[src/rtl/reset_seq_pkg.sv]
// Shared types and defaults for the subsystem reset sequencer.
package reset_seq_pkg;

  typedef enum logic [2:0] {
    IDLE     = 3'd0,
    DELAY    = 3'd1,
    WAIT_ACK = 3'd2,
    DONE     = 3'd3,
    ERROR    = 3'd4
  } seq_state_t;

  localparam int DEF_STAGE_DELAY = 1024;
  localparam int DEF_ACK_TIMEOUT = 1048576;
  localparam int DEF_CNT_W       = 24;

  // Width of the stage index; a single stage still needs one bit.
  function automatic int idxWidth(input int numStages);
    return (numStages > 1) ? $clog2(numStages) : 1;
  endfunction

endpackage

[src/rtl/seq_down_counter.sv]
// Loadable down-counter shared by the settle-delay and ack-timeout phases.
// Saturates at zero so a stalled phase never wraps back to a large count.
module seq_down_counter
  import reset_seq_pkg::*;
#(
  parameter int CNT_W = DEF_CNT_W
) (
  input  logic             iClk,
  input  logic             iReset,
  input  logic             iLoad,
  input  logic [CNT_W-1:0] iLoadVal,
  input  logic             iEn,
  output logic             oZero
);

  logic [CNT_W-1:0] count;

  // Load has priority over decrement; decrement stops at zero.
  always_ff @(posedge iClk) begin
    if (iReset) begin
      count <= '0;
    end else if (iLoad) begin
      count <= iLoadVal;
    end else if (iEn && (count != '0)) begin
      count <= count - CNT_W'(1);
    end
  end

  assign oZero = (count == '0);

endmodule

[src/rtl/reset_sequencer.sv]
// Releases subsystem resets one at a time in ascending order once the
// reset generator reports system-ready, waiting for each stage's done
// before moving on. Reports completion and ack timeouts.
module reset_sequencer
  import reset_seq_pkg::*;
#(
  parameter int NUM_STAGES  = 4,
  parameter int STAGE_DELAY = DEF_STAGE_DELAY,
  parameter int ACK_TIMEOUT = DEF_ACK_TIMEOUT,
  parameter int CNT_W       = DEF_CNT_W
) (
  input  logic                              iClk,
  input  logic                              iReset,
  input  logic                              iReset_En,
  input  logic [NUM_STAGES-1:0]             iStage_Done,
  output logic [NUM_STAGES-1:0]             oStage_Rst_n,
  output logic [idxWidth(NUM_STAGES)-1:0]   oStage_Idx,
  output logic                              oSeq_Done,
  output logic                              oSeq_Error
);

  localparam int               IDX_W        = idxWidth(NUM_STAGES);
  localparam bit               TIMEOUT_EN   = (ACK_TIMEOUT != 0);
  localparam logic [CNT_W-1:0] DELAY_LOAD   = CNT_W'(STAGE_DELAY - 1);
  localparam logic [CNT_W-1:0] TIMEOUT_LOAD = TIMEOUT_EN ? CNT_W'(ACK_TIMEOUT - 1) : '0;
  localparam logic [IDX_W-1:0] LAST_IDX     = IDX_W'(NUM_STAGES - 1);

  seq_state_t              state;
  seq_state_t              nextState;
  logic [NUM_STAGES-1:0]   nxtRst_n;
  logic [IDX_W-1:0]        nxtIdx;
  logic                    nxtDone;
  logic                    nxtError;
  logic                    cntLoad;
  logic [CNT_W-1:0]        cntLoadVal;
  logic                    cntEn;
  logic                    cntZero;
  logic                    ackSel;
  logic [NUM_STAGES-1:0]   releaseMask;
  logic                    abort;
  logic                    isLast;
  logic                    timeoutHit;

  seq_down_counter #(
    .CNT_W (CNT_W)
  ) uCounter (
    .iClk     (iClk),
    .iReset   (iReset),
    .iLoad    (cntLoad),
    .iLoadVal (cntLoadVal),
    .iEn      (cntEn),
    .oZero    (cntZero)
  );

  // Decode the current stage: its done bit and its one-hot release mask.
  // Done bits of every other stage are deliberately not looked at.
  always_comb begin
    ackSel      = 1'b0;
    releaseMask = '0;
    for (int i = 0; i < NUM_STAGES; i++) begin
      if (oStage_Idx == IDX_W'(i)) begin
        ackSel         = iStage_Done[i];
        releaseMask[i] = 1'b1;
      end
    end
    abort      = (state != IDLE) && !iReset_En;
    isLast     = (oStage_Idx == LAST_IDX);
    // An ack on the expiry edge wins, so the timeout needs the ack absent.
    timeoutHit = TIMEOUT_EN && cntZero && !ackSel;
  end

  // State register.
  always_ff @(posedge iClk) begin
    if (iReset) begin
      state <= IDLE;
    end else begin
      state <= nextState;
    end
  end

  // Next-state logic; losing system-ready aborts from any active state.
  always_comb begin
    nextState = state;
    if (abort) begin
      nextState = IDLE;
    end else begin
      case (state)
        IDLE:     if (iReset_En) nextState = DELAY;
        DELAY:    if (cntZero)   nextState = WAIT_ACK;
        WAIT_ACK: begin
          if (ackSel)          nextState = isLast ? DONE : DELAY;
          else if (timeoutHit) nextState = ERROR;
        end
        default:  nextState = state;
      endcase
    end
  end

  // Output and counter-control logic; produces next values for the
  // registered outputs so nothing reaches the ports combinationally.
  always_comb begin
    nxtRst_n   = oStage_Rst_n;
    nxtIdx     = oStage_Idx;
    nxtDone    = oSeq_Done;
    nxtError   = oSeq_Error;
    cntLoad    = 1'b0;
    cntLoadVal = DELAY_LOAD;
    cntEn      = 1'b0;
    if (abort) begin
      nxtRst_n   = '0;
      nxtIdx     = '0;
      nxtDone    = 1'b0;
      nxtError   = 1'b0;
      cntLoad    = 1'b1;
      cntLoadVal = '0;
    end else begin
      case (state)
        IDLE: begin
          if (iReset_En) begin
            nxtIdx  = '0;
            cntLoad = 1'b1;
          end
        end
        DELAY: begin
          if (cntZero) begin
            nxtRst_n   = oStage_Rst_n | releaseMask;
            cntLoad    = 1'b1;
            cntLoadVal = TIMEOUT_LOAD;
          end else begin
            cntEn = 1'b1;
          end
        end
        WAIT_ACK: begin
          if (ackSel) begin
            if (isLast) begin
              nxtDone = 1'b1;
            end else begin
              nxtIdx  = oStage_Idx + IDX_W'(1);
              cntLoad = 1'b1;
            end
          end else if (timeoutHit) begin
            nxtRst_n = '0;
            nxtError = 1'b1;
          end else begin
            cntEn = TIMEOUT_EN;
          end
        end
        default: begin
        end
      endcase
    end
  end

  // Registered outputs.
  always_ff @(posedge iClk) begin
    if (iReset) begin
      oStage_Rst_n <= '0;
      oStage_Idx   <= '0;
      oSeq_Done    <= 1'b0;
      oSeq_Error   <= 1'b0;
    end else begin
      oStage_Rst_n <= nxtRst_n;
      oStage_Idx   <= nxtIdx;
      oSeq_Done    <= nxtDone;
      oSeq_Error   <= nxtError;
    end
  end

endmodule

[config.mk]
export PLATFORM = sky130hd
export DESIGN_NAME = reset_sequencer
export DESIGN_NICKNAME = d
export VERILOG_FILES = /design/src/rtl/reset_seq_pkg.sv /design/src/rtl/seq_down_counter.sv /design/src/rtl/reset_sequencer.sv
export SDC_FILE = /design/constraint.sdc
export NUM_CORES = 1
export LEC_CHECK = 0
export CORE_MARGIN = 4
export CORE_UTILIZATION = 25
export CTS_CLUSTER_SIZE = 30
export DETAILED_ROUTE_END_ITERATION = 10
export SYNTH_ARGS = -nofsm -noshare
export SYNTH_HDL_FRONTEND = slang
export SYNTH_SLANG_ARGS = --single-unit
[constraint.sdc]
create_clock -name iClk -period 3.2 [get_ports iClk]
set_clock_uncertainty 0.1 [all_clocks]
set_input_delay 0.64 -clock iClk [delete_from_list [all_inputs] [get_ports iClk]]
set_output_delay 0.64 -clock iClk [all_outputs]
set_load 0.03 [all_outputs]
==> impl_results.md <==
- Status: completed
- Yosys reg bits: 35
- Row count: 32
- Crit path depth: 8
- Worst Max-Slew Pin Slew: 0.952 ns
- Crit path time final: approximately 2.7 ns
- Slowest stage cell on the critical path: o2bb2ai_1
- Proportion of layout cells with a drive suffix above 1: 9.23%
- Worst-path clk slew: 0.07 ns
- Clock Sinks: 35
- Wire per inst: 13.4 um
- Max VDD drop: between 100 and 150 uV
- Prevailing post-synth register cell: dfxtp_1
- Count of final setup violators: 0
- CP Max Fanout: 13
- Max Cap Viol: 0
- Ys Warns: 0
- Routed wire length: 4860 um
- Port Buffers: 14
- Post-route cell area: 2290 um^2
- Most used cell, CP: a21oi_1
- M1 GR Usage: ~14%
- Slew margin rel.: 36.5%
- Share of the synthesized area in the top cell type: between 30 and 40%
- Fmax: 366 MHz
- Final TNS setup: 0 ns
- Worst Setup SP: oStage_Idx[1]
- CP endpoint kind: flop
- Worst path cell trace: inv_1 -> ha_1 -> and3b_1 -> o211a_1 -> a21oi_1 -> o2bb2ai_1 -> a21oi_1 -> a311oi_1
- Root buffer selected by CTS: clkbuf_8
- Initial Utilization: about 26%
- CP max stage delay: 0.76 ns
- Via count: 1,818
- Diodes inserted: 0
- HPWL Detailed: 3600 um
- Post-DRT Antenna Nets: 0
- Num CTS Buffers: 5
- Vias in the first global route: 1,785
- Initial antenna violation count: 0
- Worst-case clock buffer depth: 2
- Yosys cell types: between 50 and 60
- Clk_lat worst skew: 0.29 ns
- CTS tree: yes
- GRT met3 Usage: 1.95%
- Post-synth top cells: dfxtp_1 (35), nor2_1 (34), a21oi_1 (23)
- EDFF count, synth: 0
- Die area: 9350 um^2
- Core Box Area: approximately 7700 um^2
- Post-synthesis sequential area ratio: 35.6%
- Max Slew Vio Count: 0
- Placed cell area: 2220 um^2
- WP data arrival: 2.83 ns
- WS Path Type: reg2reg
- Resize count post-CTS: 0
- Final Hold Vio Count: 0
- Ports: 15
- Mapped Area: 1970 um^2
- Worst r2r src: oStage_Idx[1]
- Post-Syn Nets: 256
- Gpl congestion: ~0.8
- Reg2reg setup slack: ~0.46 ns
- Critical Path Sink: uCounter.count[4]
- Met2 Use GR: 17.9%
- First-pass GRT wire length: 8650 um
- Hold buffers post-CTS: 0
- Crit path required time: roughly 3.3 ns
- RSZ-0062 raised after global routing: false
- Die Y: 96.7 um
- H-tree levels: 2
- Power density cells: 449 nW/um^2
- Mean Syn Cell Area: 8.09 um^2
- GRT overflow: 0
- HP Class: reg2reg
- GRT Util Overall: 11.0%
- Top cells by area, synth: dfxtp_1 (36%), nor2_1 (6.5%), a21oi_1 (5.9%), o21a_1 (4.2%), ha_1 (3.8%)
- Critical R2R Capture: uCounter.count[4]
- R2R depth: 8
- Cells after Synth: ~240
- Drt first-iter violations: 112
- Drt drc: 0
- Drt first pass iters: 4
- Crit start category: flop
- Final Net Count: about 270
- Delay-heaviest family, CP: compound AO/OA/AOI/OAI gates
- Total leakage power: 0.813 nW
- Largest net degree at the start of global routing: 16
- Most common cell in the netlist: dfxtp_1
- Final period utilization: a little under nine tenths
- Die Wd: 96.7 um
- Area grow syn2layout: 16.7%
- Area leader, netlist: dfxtp_1
- Async SR Flop Fraction: 0%
- Worst Path Buf+Inv: 1
- Busiest grt layer: met2
- Post-CTS Setup Inserts: 0
- Vias per inst: 5.02
-- registers in the layout (all words and copies together) (netlist names) --
| signal | count |
|---|---|
| uCounter.count | 24 |
| oStage_Rst_n | 4 |
| state | 3 |
| oStage_Idx | 2 |
| oSeq_Done | 1 |
| oSeq_Error | 1 |
-- worst reg2reg max path, cell delays in order, from the launching register on --
cell and delay, ns:
dfxtp_1 0.39, inv_1 0.11, ha_1 0.25, and3b_1 0.25, o211a_1 0.26, a21oi_1 0.11, o2bb2ai_1 0.76, a21oi_1 0.14
a311oi_1 0.27
-- worst min path at each step --
stage                             startpoint            endpoint  slack (ns)  depth (start not counted)
after floorplan           uCounter.count[23]  uCounter.count[23]        0.35                          2
after global placement       oStage_Rst_n[0]     oStage_Rst_n[0]        0.36                          2
after detailed placement     oStage_Rst_n[0]     oStage_Rst_n[0]        0.37                          2
after CTS                    oStage_Rst_n[0]     oStage_Rst_n[0]        0.38                          2
after global routing         oStage_Rst_n[0]     oStage_Rst_n[0]        0.41                          2
final                        oStage_Rst_n[0]     oStage_Rst_n[0]        0.37                          2
-- metrics by stage --
| step | hold WS, ns | instances | setup slack [ns] | utilization (%) | power (mW) |
|---|---|---|---|---|---|
| after floorplan | 0.352 | 243 | 0.692 | - | 0.686 |
| after global placement | 0.356 | 356 | 0.225 | 28.9 | 0.739 |
| after detailed placement | 0.367 | 356 | 0.105 | 28.9 | 0.746 |
| after CTS | 0.382 | 362 | 0.389 | 29.9 | 1.04 |
| after global routing | 0.413 | 362 | 0.0969 | 29.9 | 1.10 |
| final | 0.374 | 362 | 0.464 | 29.9 | 1.03 |
-- final cells by class --
cell class                 count  area (um^2)
fill                         843         5390
multi-input combinational    191         1180
sequential                    35          701
timing repair buffer          20          185
tap                          102          128
clock buffer                   6         72.6
inverter                       8         30.0
-- placed cells by master, fill, tap and decap left out, drive strengths merged, types with 3 or more instances in the layout --
cell type / count
nor3: 12
buf: 6
a211o: 3
dfxtp: 35
nor3b: 3
clkdlybuf4s50: 14
nand2b: 3
ha: 6
a31oi: 7
or3: 6
inv: 8
a21oi: 24
nor4: 12
o21ai: 10
clkbuf: 6
nand2: 18
nand3: 6
nand4: 5
nor2: 34
o21a: 11
-- cells by family after synthesis --
family	share of synthesized area (%)
buf+inv	4.45
compound gates	24.8
fa+ha+maj	3.82
flops	35.6
xor+xnor	0.445
simple gates	30.3
mux	0.572
-- power by group --
group | total, mW | leakage, nW | internal (mW) | switching (mW)
registers | 0.506 | 0.286 | 0.465 | 0.0407
logic | 0.231 | 0.490 | 0.0979 | 0.133
clock network | 0.294 | 0.0371 | 0.145 | 0.149
total | 1.03 | 0.813 | 0.708 | 0.323
-- layer usage --
metal / up-vias / share of wire [%]
li1: 938 / -
met1: 851 / 48
met2: 19 / 48
met3: 10 / 2.1
met4: 0 / 2.3
met5: - / 0
Note: power is estimated with default switching activity, not from simulation.
